$ cat src/rtl/shift_arbiter_pkg.sv
// Shared ALU defines: datapath widths and shift opcode encodings.
package shift_arbiter_pkg;

  localparam int unsigned REG_WIDTH   = 32;
  localparam int unsigned SA_WIDTH    = 5;
  localparam int unsigned OPSEL_WIDTH = 3;

  typedef enum logic [OPSEL_WIDTH-1:0] {
    OP_SLL = 3'b001,
    OP_SRL = 3'b010,
    OP_ROR = 3'b011,
    OP_SRA = 3'b100,
    OP_ROL = 3'b101
  } shift_op_e;

endpackage

$ cat src/rtl/barrel_shifter.sv
// Combinational shifter.
//   opsel   : shift opcode (see shift_arbiter_pkg)
//   sa      : shift amount, taken modulo REG_WIDTH
//   data    : operand
//   result  : shifted value, 0 for an undefined opcode
//   illegal : opcode is not a defined shift
module barrel_shifter #(
  parameter int unsigned REG_WIDTH   = shift_arbiter_pkg::REG_WIDTH,
  parameter int unsigned SA_WIDTH    = shift_arbiter_pkg::SA_WIDTH,
  parameter int unsigned OPSEL_WIDTH = shift_arbiter_pkg::OPSEL_WIDTH
) (
  input  logic [OPSEL_WIDTH-1:0] opsel,
  input  logic [SA_WIDTH-1:0]    sa,
  input  logic [REG_WIDTH-1:0]   data,
  output logic [REG_WIDTH-1:0]   result,
  output logic                   illegal
);
  import shift_arbiter_pkg::*;

  logic [31:0] amt;
  logic [31:0] inv_amt;

  // Shift counts wrap at the register width; a rotate by 0 shifts the
  // complementary half by the full width, which yields 0 and keeps data intact.
  assign amt     = 32'(sa) % 32'(REG_WIDTH);
  assign inv_amt = 32'(REG_WIDTH) - amt;

  always_comb begin
    result  = '0;
    illegal = 1'b0;
    case (opsel)
      OPSEL_WIDTH'(OP_SLL): result = data << amt;
      OPSEL_WIDTH'(OP_SRL): result = data >> amt;
      OPSEL_WIDTH'(OP_SRA): result = REG_WIDTH'($signed(data) >>> amt);
      OPSEL_WIDTH'(OP_ROR): result = (data >> amt) | (data << inv_amt);
      OPSEL_WIDTH'(OP_ROL): result = (data << amt) | (data >> inv_amt);
      default:              illegal = 1'b1;
    endcase
  end

endmodule

$ cat src/rtl/shift_arbiter.sv
// Two-requester round-robin front end for a shared barrel shifter with a
// single-entry result register.
//   clk, rst_n          : clock, async active-low reset
//   flush               : drop held result, accept nothing this cycle
//   reqN_valid/ready    : requester handshake (ready is combinational)
//   reqN_opsel/sa/data  : requester shift operation
//   resp_valid/ready    : result register handshake
//   resp_result/id/illegal : registered shift result, granted index, bad-opcode flag
module shift_arbiter #(
  parameter int unsigned REG_WIDTH   = shift_arbiter_pkg::REG_WIDTH,
  parameter int unsigned SA_WIDTH    = shift_arbiter_pkg::SA_WIDTH,
  parameter int unsigned OPSEL_WIDTH = shift_arbiter_pkg::OPSEL_WIDTH
) (
  input  logic                   clk,
  input  logic                   rst_n,
  input  logic                   flush,
  input  logic                   req0_valid,
  output logic                   req0_ready,
  input  logic [OPSEL_WIDTH-1:0] req0_opsel,
  input  logic [SA_WIDTH-1:0]    req0_sa,
  input  logic [REG_WIDTH-1:0]   req0_data,
  input  logic                   req1_valid,
  output logic                   req1_ready,
  input  logic [OPSEL_WIDTH-1:0] req1_opsel,
  input  logic [SA_WIDTH-1:0]    req1_sa,
  input  logic [REG_WIDTH-1:0]   req1_data,
  output logic                   resp_valid,
  input  logic                   resp_ready,
  output logic [REG_WIDTH-1:0]   resp_result,
  output logic                   resp_id,
  output logic                   resp_illegal
);

  logic                   last_grant;
  logic                   grant_c;
  logic                   can_accept_c;
  logic                   accept_c;
  logic [OPSEL_WIDTH-1:0] mux_opsel_c;
  logic [SA_WIDTH-1:0]    mux_sa_c;
  logic [REG_WIDTH-1:0]   mux_data_c;
  logic [REG_WIDTH-1:0]   shift_result_c;
  logic                   shift_illegal_c;

  // Round-robin pick: a lone requester wins, contention goes to the one not served last.
  always_comb begin
    grant_c = 1'b0;
    if (req0_valid && req1_valid) begin
      grant_c = ~last_grant;
    end else if (req1_valid) begin
      grant_c = 1'b1;
    end
  end

  // The register can take a new result when empty or being drained this cycle.
  assign can_accept_c = ~resp_valid | resp_ready;
  assign accept_c     = (req0_valid | req1_valid) & can_accept_c & ~flush;
  assign req0_ready   = accept_c & ~grant_c;
  assign req1_ready   = accept_c &  grant_c;

  assign mux_opsel_c = grant_c ? req1_opsel : req0_opsel;
  assign mux_sa_c    = grant_c ? req1_sa    : req0_sa;
  assign mux_data_c  = grant_c ? req1_data  : req0_data;

  barrel_shifter #(
    .REG_WIDTH   (REG_WIDTH),
    .SA_WIDTH    (SA_WIDTH),
    .OPSEL_WIDTH (OPSEL_WIDTH)
  ) u_shifter (
    .opsel   (mux_opsel_c),
    .sa      (mux_sa_c),
    .data    (mux_data_c),
    .result  (shift_result_c),
    .illegal (shift_illegal_c)
  );

  // Result register and arbitration history; flush wins over everything.
  always_ff @(posedge clk or negedge rst_n) begin
    if (!rst_n) begin
      resp_valid   <= 1'b0;
      resp_result  <= '0;
      resp_id      <= 1'b0;
      resp_illegal <= 1'b0;
      last_grant   <= 1'b1;
    end else if (flush) begin
      resp_valid <= 1'b0;
    end else if (accept_c) begin
      resp_valid   <= 1'b1;
      resp_result  <= shift_result_c;
      resp_id      <= grant_c;
      resp_illegal <= shift_illegal_c;
      last_grant   <= grant_c;
    end else if (resp_ready) begin
      resp_valid <= 1'b0;
    end
  end

endmodule

$ cat config.mk
export PLATFORM = sky130hd
export DESIGN_NAME = shift_arbiter
export DESIGN_NICKNAME = d
export VERILOG_FILES = /design/src/rtl/shift_arbiter_pkg.sv /design/src/rtl/barrel_shifter.sv /design/src/rtl/shift_arbiter.sv
export SDC_FILE = /design/constraint.sdc
export NUM_CORES = 1
export LEC_CHECK = 0
export CORE_ASPECT_RATIO = 0.9
export CORE_MARGIN = 3
export CORE_UTILIZATION = 26
export DETAILED_ROUTE_END_ITERATION = 10
export GPL_TIMING_DRIVEN = 0
export SLEW_MARGIN = 40
export SYNTH_ARGS = -nofsm -noshare
export SYNTH_HDL_FRONTEND = slang
export SYNTH_SLANG_ARGS = --single-unit
$ cat constraint.sdc
create_clock -name clk -period 4 [get_ports clk]
set_input_delay 0.8 -clock clk [delete_from_list [all_inputs] [get_ports clk]]
set_output_delay 0.8 -clock clk [all_outputs]
set_load 0.01 [all_outputs]
==> qor.txt, run 1 <==
clk_lat worst skew = 0.29 ns
Residual DRC = 0
initial antenna violation count = 4
num ports = 123
Mean Syn Cell Area = 7.56 um2
FFs w/ async S/R, synth = 1.00
Final Wtd Congestion = 1.09
core area = 0.0410 mm2
FP Rows = 70
nets = 1691
clk_skew = 0.00546 ns
setup_tns = -0.124 ns
CTS sink count = 36
syn_nets = 1527
Placed Instances = 2098
Post-synth top flop = dfrtp_1
Tmin final = 4.08 ns
Post-synth EDFFs = 0
Unique masters post-synth = 80
Pwr Density = 322 mW/mm2
synth top area cells = mux2i_1 (27%), dfrtp_1 (8.0%), mux4_2 (6.0%)
PortBufs = 117
peak supply drop = 135 uV
max-slew violations = 0
via count = 15.2k
Initial Utilization = 0.266
Crit path arrival time = 4.24 ns
Final period util = 1.02
Hold Worst Slack = 0.458 ns
final cell count without fillers = 2145
TritonCTS clock tree = built
Area Growth Syn to Fin = 30.1%
synthesized area = 0.0109 mm2
global-route wire length before repair = 115000 um
area leader, netlist = mux2i_1
Worst Hold Class = input pin to async pin
Finished Core Util = 0.346
cell chosen for the clock root = clkbuf_16
unrepaired setup endpoints after global routing = true
routed vias/inst = 7.07
share of cells above drive strength 1 = 0.232
largest net degree at the start of global routing = 37
Max Freq = 245 MHz
setup slack after layout = -0.0843 ns
kind of critical path = input pin to flip-flop
vias in the first global route = 14.1k
synthesized flop and latch total = 36
Worst EP required = 4.15 ns
Die Area = 0.0444 mm2
Antenna Nets Post-Route = 0
Max Root-Sink Buffers = 2
YS warnings = 0
failing checks = negative setup slack
clk slew on worst S/H paths = 0.06 ns
Leak = 0.00558 uW
wire per inst = 39.4 um
Initial DRC Count = 3137
CTS HTree Levels = 2
HPWL Detailed = 66600 um
post-synth top area share = 0.275
crit path launch type = input pin
routed wire length = 84500 um
antenna fix cells = 0
Tightest Pin Transition = 0.980 ns
relative slew slack = 0.346
GRT overflow = 0
die height = 200 um
status = finished with violations
Post-Place Setup Slack = -2.27 ns
final setup violation count = 4
CP max FO = 10
Initial DRT Pass Iterations = 7
Max-cap violations = 0
CTS buffer count = 5
Total Routing Usage GR = 0.360
sequential area share after synthesis = 0.0829
Critical Path End Type = flip-flop
Cells after Synth = 1440
die width = 222 um
Final Hold Viols = 0
power by group:
group / internal (uW) / leakage (uW) / switching, uW
clock: 248 / 0.0000701 / 169
combinational: 1240 / 0.00503 / 2430
sequential: 426 / 0.000478 / 51.1
repair_timing:
item                       CTS  global route
setup endpoints to repair   35            31
gates resized for setup    162            59
hold buffers                 0             0
gates cloned                 0             0
pin swaps                   24            11
setup buffers               36             6
worst paths after layout:
| check | depth (start not counted) | to | slack (ns) | startpoint |
|---|---|---|---|---|
| setup / recovery | 12 | resp_result[21]$_DFFE_PN0P_ | -0.08 | req1_sa[2] |
| hold / removal | 1 | resp_id$_DFFE_PN0P_ | 0.46 | rst_n |
| setup reg to reg | 12 | resp_result[21]$_DFFE_PN0P_ | 0.07 | last_grant$_DFFE_PN1P_ |
| hold reg to reg | 1 | resp_id$_DFFE_PN0P_ | 0.48 | resp_id$_DFFE_PN0P_ |
| max in group asynchronous | 1 | resp_result[22]$_DFFE_PN0P_ | 3.19 | rst_n |
| min in group clk | 1 | resp_id$_DFFE_PN0P_ | 0.48 | resp_id$_DFFE_PN0P_ |
per-layer routing:
layer  track usage  wire length (um)  up-vias
met4         0.150              4960        2
met3         0.127             12100      303
met2         0.528             34500     1435
met5             0                11        -
li1              -                 -     5927
met1         0.480             32900     7492
cell usage in the layout (no fill, tap or decap), types with 24 or more instances in the layout:
cell             Yosys  layout
mux2i_1            299     255
nand2_1            170     170
nor2_1             123     116
clkdlybuf4s50_1      0     113
a21oi_1             85      76
buf_4               13      56
o21ai_0             68      51
mux2_2              53      47
nand3_1             48      47
nor3_1              47      40
mux2i_2              5      36
dfrtp_1             35      35
buf_2               46      34
mux4_2              29      29
a211oi_1            29      26
o211ai_1            25      25
clkbuf_1            44      24
cells in the mapped netlist, drive strengths merged (10+ instances only):
library cell	n
mux2i	304
nand2	171
nor2	127
a21oi	85
buf	77
o21ai	71
mux2	54
nand3	48
nor3	47
clkbuf	44
dfrtp	35
a211oi	29
mux4	29
o211ai	25
o22ai	25
a31oi	19
and3	18
nor2b	18
a22oi	17
and2	12
nand2b	11
a2111oi	10
critical path, cell delays in order:
cell and delay (ns):
clkdlybuf4s50_1 0.63, clkbuf_4 0.31, nor3_1 0.09, mux2i_4 0.33, buf_4 0.28, xnor2_1 0.20, clkbuf_4 0.34, nor3_1 0.12
nand2_1 0.25, o211ai_1 0.33, o31ai_2 0.40, nand3_1 0.13
metrics by stage:
| step | power (uW) | cell area, um2 |
|---|---|---|
| 3_3_place_gp | 3640 | 12800 |
| 2_1_floorplan | 2170 | 10900 |
| 6_report | 4560 | 14200 |
| 5_1_grt | 4600 | 14200 |
| 3_5_place_dp | 3630 | 12900 |
| 4_1_cts | 4310 | 14000 |
area by class of cell:
class / instances / area [um2]
repair buffers: 160 / 1530
well taps: 540 / 676
clock buffers: 7 / 143
clock inverters: 1 / 7.51
inverters: 8 / 37.5
flip-flops and latches: 36 / 902
fillers: 4446 / 26800
multi-input cells: 1275 / 10100
plain buffers: 118 / 726
state kept, by name, summed over array words and instances, names as in the netlist:
| signal | cells |
|---|---|
| last_grant | 1 |
| resp_id | 1 |
| resp_illegal | 1 |
| resp_result | 32 |
| resp_valid | 1 |
cells by family (layout without fill, tap and decap cells):
logic type,Yosys count,in the layout,synth area share
mux,387,387,0.397
simple gates,480,480,0.200
flops,36,36,0.0829
buf+inv,129,294,0.0608
xor+xnor,5,5,0.00471
fa+ha+maj,1,1,0.00115
compound gates,402,402,0.253
Power figures use the tool's default switching activity.
==> run 2: changes to the inputs <==
--- a/config.mk
+++ b/config.mk
@@ -6,10 +6,11 @@
 export NUM_CORES = 1
 export LEC_CHECK = 0
 export CORE_ASPECT_RATIO = 0.9
-export CORE_MARGIN = 3
+export CORE_MARGIN = 1
 export CORE_UTILIZATION = 26
 export DETAILED_ROUTE_END_ITERATION = 10
 export GPL_TIMING_DRIVEN = 0
+export REMOVE_ABC_BUFFERS = 1
 export SLEW_MARGIN = 40
 export SYNTH_ARGS = -nofsm -noshare
 export SYNTH_HDL_FRONTEND = slang
==> run 2 against run 1 <==
Effect of this change:
- the flow still finishes with violations (negative setup slack)
- clock-buffer cell count decreased by 1
- routed wire length decreased by 18%
- first-iteration DRC count decreased by 27%
- setup slack got worse by 0.14 ns
- sequential power increased by 3%
- clock power increased by 18%
- die area decreased by 3.8%
- non-clock buffer count decreased by 64
- flip-flop and latch count unchanged
- critical endpoint is now resp_result[12]$_DFFE_PN0P_
==> qor.txt, run 2 (same netlist as run 1, synthesis figures left out) <==
TritonCTS clock tree = built
Initial DRT Pass Iterations = 8 (+1)
Final period util = 1.06 (+0.0356)
Antenna Nets Post-Route = 0 (unchanged)
met2 global-route usage = 0.459 (-0.0682)
failing checks = negative setup slack
CTS buffer count = 5 (unchanged)
clk slew on worst S/H paths = 0.07 ns (about the same)
hold buffers post-CTS = 0 (unchanged)
Initial DRC Count = 2295 (-27%)
peak supply drop = 216 uV (+60%)
final setup violation count = 7 (+3)
met1 usage = 0.427 (-0.0537)
relative slew slack = 0.371 (+0.0243)
GR Util met3 = 0.0709 (-0.0559)
Worst EP required = 4.20 ns (+0.05 ns)
initial antenna violation count = 1 (-3)
Crit path arrival time = 4.42 ns (+0.18 ns)
cell chosen for the clock root = clkbuf_16
Area Growth Syn to Fin = 28.8%
largest net degree at the start of global routing = 60 (+62%)
kind of critical path = input pin to flip-flop
nets = 1634 (-3.4%)
PortBufs = 122 (+4.3%)
status = finished with violations
num ports = 123 (unchanged)
max-slew violations = 0 (unchanged)
Die Area = 0.0427 mm2 (-3.8%)
routed wire length = 69400 um (-18%)
fillers = 4320 (-2.8%)
area of the multi-input gates = 0.00994 mm2 (-2.0%)
CP max FO = 8 (-2)
Max Root-Sink Buffers = 2 (unchanged)
Initial Utilization = 0.266 (unchanged)
CTS HTree Levels = 2 (unchanged)
Critical Path End Type = flip-flop
Hold Worst Slack = 0.364 ns (-0.0944 ns)
Slowest Stage Delay on Critical Path = 0.67 ns (+0.04 ns)
Crit path top cell by count = buf_12
via count = 13.9k (-8.3%)
most frequent cells in the layout = mux2i_1 (282), nand2_1 (168), nor2_1 (115)
unrepaired setup endpoints after global routing = true
die width = 218 um (-1.8%)
Crit path max-delay family = compound AO/OA/AOI/OAI gates
largest register by flop count = resp_result
Max Freq = 237 MHz (-3.4%)
HPWL Detailed = 51200 um (-23%)
Final Wtd Congestion = 1.05 (-4.3%)
Pwr Density = 309 mW/mm2 (-4.0%)
Residual DRC = 0 (unchanged)
Tmin final = 4.23 ns (+0.142 ns)
CTS sink count = 36 (unchanged)
most common cell after layout, fill and taps aside = mux2i_1
clk_skew = 0.0130 ns (+0.00751 ns)
Final Hold Viols = 0 (unchanged)
FP Rows = 70 (unchanged)
setup slack after layout = -0.227 ns (-0.142 ns)
die height = 196 um (-2.0%)
Max-cap violations = 0 (unchanged)
max reg flops = 32 (unchanged)
global-route wire length before repair = 97500 um (-15%)
Tightest Pin Transition = 0.934 ns (-0.0463 ns)
core area = 0.0410 mm2 (unchanged)
Worst Hold Class = input pin to async pin
Crit path buffers/inverters = 5 (+1)
crit path launch type = input pin
worst path cell trace = buf_12 > a21boi_4 > buf_12 > buf_16 > mux2_8 > inv_16 > ha_4 > nor2b_4 > o21a_4 > nor2_4 > buf_12 > mux2_4 > mux2_4 > a222oi_1 > a21oi_1 > a221o_1
setup_tns = -0.612 ns (-0.488 ns)
share of cells above drive strength 1 = 0.189 (-0.0431)
GRT overflow = 0 (unchanged)
Leak = 0.00563 uW (+0.80%)
vias in the first global route = 13.0k (-8.0%)
routed vias/inst = 6.65 (-5.8%)
Total Routing Usage GR = 0.315 (-0.0457)
clk_lat worst skew = 0.31 ns (+0.02 ns)
wire per inst = 33.2 um (-16%)
Sequential Area = 902 um2 (unchanged)
GRT busiest layer = met2
Slowest cell on crit path = a222oi_1
==> run 2: final cells by class <==
cell class,count,share of cell area
diodes,1,0.000178
clock buffers,6,0.00919
clock inverters,2,0.00250
inverters,8,0.00410
multi-input cells,1280,0.709
flip-flops and latches,36,0.0643
well taps,540,0.0482
repair buffers,214,0.161
repair inverters,2,0.00125
==> run 2: layer usage <==
metal | share of wire | up-vias
met5 | 0.00074 | -
met4 | 0.067 | 2
met3 | 0.12 | 219
met2 | 0.41 | 1060
met1 | 0.40 | 6837
li1 | - | 5784
==> run 2: worst paths after layout <==
| path | startpoint | endpoint | slack [ns] | cells after the start |
|---|---|---|---|---|
| setup reg to reg | last_grant$_DFFE_PN1P_ | resp_result[12]$_DFFE_PN0P_ | -0.13 | 15 |
| min in group clk | resp_id$_DFFE_PN0P_ | resp_id$_DFFE_PN0P_ | 0.49 | 1 |
| max in group asynchronous | rst_n | resp_result[1]$_DFFE_PN0P_ | 3.18 | 2 |
| hold reg to reg | resp_id$_DFFE_PN0P_ | resp_id$_DFFE_PN0P_ | 0.49 | 1 |
| hold / removal | rst_n | resp_result[14]$_DFFE_PN0P_ | 0.36 | 1 |
| setup / recovery | req1_valid | resp_result[12]$_DFFE_PN0P_ | -0.23 | 16 |
==> run 2: metrics by stage <==
| step | util | instance area [um2] | total power, uW | setup WS (ns) | std cells |
|---|---|---|---|---|---|
| after floorplan | - | 10300 | 2070 | -4.66 | 1319 |
| after global placement | 0.296 | 12200 | 3370 | -9.48 | 1981 |
| after detailed placement | 0.314 | 12900 | 3400 | -3.02 | 2021 |
| after CTS | 0.333 | 13600 | 4060 | -0.0309 | 2071 |
| after global routing | 0.342 | 14000 | 4420 | -0.240 | 2088 |
| final | 0.342 | 14000 | 4330 | -0.227 | 2089 |
==> run 2: power breakdown <==
group | internal, uW | switching [uW] | total (uW)
clock network | 295 | 200 | 494
logic | 1220 | 2120 | 3350
registers | 426 | 64.5 | 490
==> run 2: worst reg2reg max path, cell delays in order, from the launching register on <==
cell	delay, ns
dfstp_2	0.62
a21boi_4	0.10
buf_12	0.14
buf_16	0.13
mux2_8	0.31
inv_16	0.06
ha_4	0.20
nor2b_4	0.15
o21a_4	0.25
nor2_4	0.20
buf_12	0.14
mux2_4	0.30
mux2_4	0.29
a222oi_1	0.67
a21oi_1	0.18
a221o_1	0.29
==> run 2: timing repair <==
action / in CTS / in global routing
endpoints found under the setup margin: 32 / 25
resized for setup: 78 / 40
gates cloned: 6 / 1
buffers inserted: 36 / 15
pin swaps: 15 / 6
==> run 3: changes to the inputs <==
--- a/config.mk
+++ b/config.mk
@@ -11,7 +11,7 @@
 export DETAILED_ROUTE_END_ITERATION = 10
 export GPL_TIMING_DRIVEN = 0
 export REMOVE_ABC_BUFFERS = 1
-export SLEW_MARGIN = 40
+export SLEW_MARGIN = 20
 export SYNTH_ARGS = -nofsm -noshare
 export SYNTH_HDL_FRONTEND = slang
 export SYNTH_SLANG_ARGS = --single-unit
==> run 3 against run 2 <==
Effect of this change:
- flip-flop and latch count unchanged
- largest power group unchanged
- cell area down 0.19%
- largest cell class unchanged
- register-to-register slack better by 0.07 ns
- die area unchanged
- global-route usage increased by 0.54 points
- the run still ends with negative setup slack left
- worst hold slack improved by 0.059 ns
- clock power increased by 0.8%
- clock-buffer cell count unchanged
- core utilization shrank 0.064 points
- clock skew up 0.0015 ns
==> qor.txt, run 3 (same netlist as run 1, synthesis figures left out) <==
routed vias/inst = 6.74 (+1.3%)
CTS buffer count = 5 (unchanged)
Total Routing Usage GR = 0.320 (+0.00539)
vias in the first global route = 13.2k (+1.6%)
CP max FO = 7 (-1)
Initial DRC Count = 2278 (-0.74%)
Final period util = 1.04 (-0.0206)
clk_lat worst skew = 0.31 ns (about the same)
GRT overflow = 0 (unchanged)
clk_skew = 0.0145 ns (+0.00148 ns)
FP Rows = 70 (unchanged)
Die Area = 0.0427 mm2 (unchanged)
global-route wire length before repair = 99000 um (+1.6%)
r2r worst-path depth = 14 (-1)
Crit path arrival time = 4.34 ns (-0.08 ns)
Initial DRT Pass Iterations = 6 (-2)
peak supply drop = 152 uV (-30%)
Max Freq = 241 MHz (+2.0%)
Tightest Pin Transition = 1.19 ns (+0.260 ns)
max reg flops = 32 (unchanged)
via count = 14.0k (+0.67%)
die height = 196 um (unchanged)
Tmin final = 4.14 ns (-0.0824 ns)
routed wire length = 70200 um (+1.2%)
Finished Core Util = 0.342 (-0.000641)
status = finished with violations
TritonCTS clock tree = built
cell chosen for the clock root = clkbuf_16
kind of critical path = input pin to flip-flop
Hold Worst Slack = 0.423 ns (+0.0594 ns)
relative slew slack = 0.204 (-0.167)
Final Hold Viols = 0 (unchanged)
Max-cap violations = 0 (unchanged)
switching share of total power = 0.549 (-0.00199)
die width = 218 um (unchanged)
Post-Place Setup Slack = -3.24 ns (-0.217 ns)
num ports = 123 (unchanged)
final setup violation count = 5 (-2)
power share of the combinational group = 0.771 (-0.002)
nets = 1621 (-0.80%)
Max Root-Sink Buffers = 2 (unchanged)
hold buffers post-CTS = 0 (unchanged)
crit path launch type = input pin
share of cells above drive strength 1 = 0.166 (-0.0232)
Leak = 0.00567 uW (+0.71%)
CTS HTree Levels = 2 (unchanged)
unrepaired setup endpoints after global routing = true
initial antenna violation count = 1 (unchanged)
max-slew violations = 0 (unchanged)
wire per inst = 33.8 um (+1.8%)
Antenna Nets Post-Route = 0 (unchanged)
largest register by flop count = resp_result
clk slew on worst S/H paths = 0.07 ns (about the same)
Residual DRC = 0 (unchanged)
setup slack after layout = -0.144 ns (+0.0824 ns)
most frequent cells in the layout = mux2i_1 (291), nand2_1 (170), nor2_1 (116)
largest net degree at the start of global routing = 62 (+3.3%)
Sequential Power Share = 0.113 (about the same)
Area Growth Syn to Fin = 28.6%
Psw = 2370 uW (-0.66%)
Final Wtd Congestion = 1.05 (unchanged)
Worst Hold Class = input pin to async pin
Pwr Density = 309 mW/mm2 (-0.12%)
fillers = 4311 (-0.21%)
Critical Path End Type = flip-flop
Initial Utilization = 0.266 (unchanged)
failing checks = negative setup slack
setup_tns = -0.298 ns (+0.314 ns)
R2R setup slack = -0.06 ns (+0.07 ns)
core area = 0.0410 mm2 (unchanged)
HPWL Detailed = 51400 um (+0.54%)
Internal = 1950 uW (+0.14%)
PortBufs = 122 (unchanged)
most common cell after layout, fill and taps aside = mux2i_1
CTS sink count = 36 (unchanged)
clock share of power = 0.115 (about the same)
Worst EP required = 4.20 ns (about the same)
-- run 3: cell types whose count changed in the layout (fill, tap and decap cells not counted), sizes merged --
cell         previous run  this run
dlygate4sd2             0         2
buf                    99        80
nand2                 173       172
bufbuf                  0         2
clkbuf                  8        11
-- run 3: path summary, 6_finish.rpt --
kind | end | from
min | resp_valid$_DFFE_PN0P_ | rst_n
min reg2reg | resp_id$_DFFE_PN0P_ | resp_id$_DFFE_PN0P_
max in group asynchronous | resp_result[1]$_DFFE_PN0P_ | rst_n
max | resp_result[12]$_DFFE_PN0P_ | req1_valid
min in group clk | resp_id$_DFFE_PN0P_ | resp_id$_DFFE_PN0P_
max reg2reg | resp_result[12]$_DFFE_PN0P_ | last_grant$_DFFE_PN1P_
-- run 3: what timing repair did --
action / in CTS / in global routing
resized for setup: 91 / 19
pin swaps: 16 / 17
endpoints found under the setup margin: 32 / 24
buffers inserted: 39 / 6
gates cloned: 9 / 2
-- run 3: metrics by stage --
step / std cells / cell area, um2 / power [uW]
2_1_floorplan: 1319 / 10300 / 2070
3_3_place_gp: 1981 / 12200 / 3370
3_5_place_dp: 2013 / 12900 / 3420
4_1_cts: 2069 / 13900 / 4140
5_1_grt: 2075 / 14000 / 4410
6_report: 2076 / 14000 / 4320
-- run 3: layout make-up --
type / count / area, um2 / share of cell area
timing repair inverter: 2 / 17.5 / 0.00125
tap: 540 / 676 / 0.0483
clock buffer: 6 / 129 / 0.00921
multi-input combinational: 1279 / 9820 / 0.702
inverter: 8 / 57.6 / 0.00411
antenna: 1 / 2.50 / 0.000179
timing repair buffer: 202 / 2360 / 0.168
clock inverter: 2 / 35.0 / 0.00250
sequential: 36 / 902 / 0.0644
-- run 3: power by group through the flow --
| stage | logic, uW | registers, uW | clock network (uW) |
|---|---|---|---|
| finish | 3330 | 490 | 498 |
| global route | 3410 | 496 | 507 |
| CTS | 3150 | 490 | 494 |
| detailed placement | 2930 | 494 | 0 |
| global placement | 2880 | 494 | 0 |
| floorplan | 1580 | 493 | 0 |
-- run 3: worst max-delay path: stages --
cell and delay, ns:
buf_12 0.07, a21boi_4 0.19, clkbuf_16 0.18, mux2_8 0.42, inv_16 0.09, ha_4 0.20, nor2b_4 0.07, o21a_4 0.24
nor2_4 0.17, buf_12 0.14, mux2_4 0.31, mux2_4 0.29, a222oi_1 0.66, a21oi_1 0.20, a221o_1 0.29
-- run 3: routing by layer --
metal,global-route usage,wire (um),vias up
met2,0.468,29100,1125
li1,-,-,5766
met4,0.170,4520,2
met5,0,12,-
met3,0.0713,8190,215
met1,0.434,28400,6887
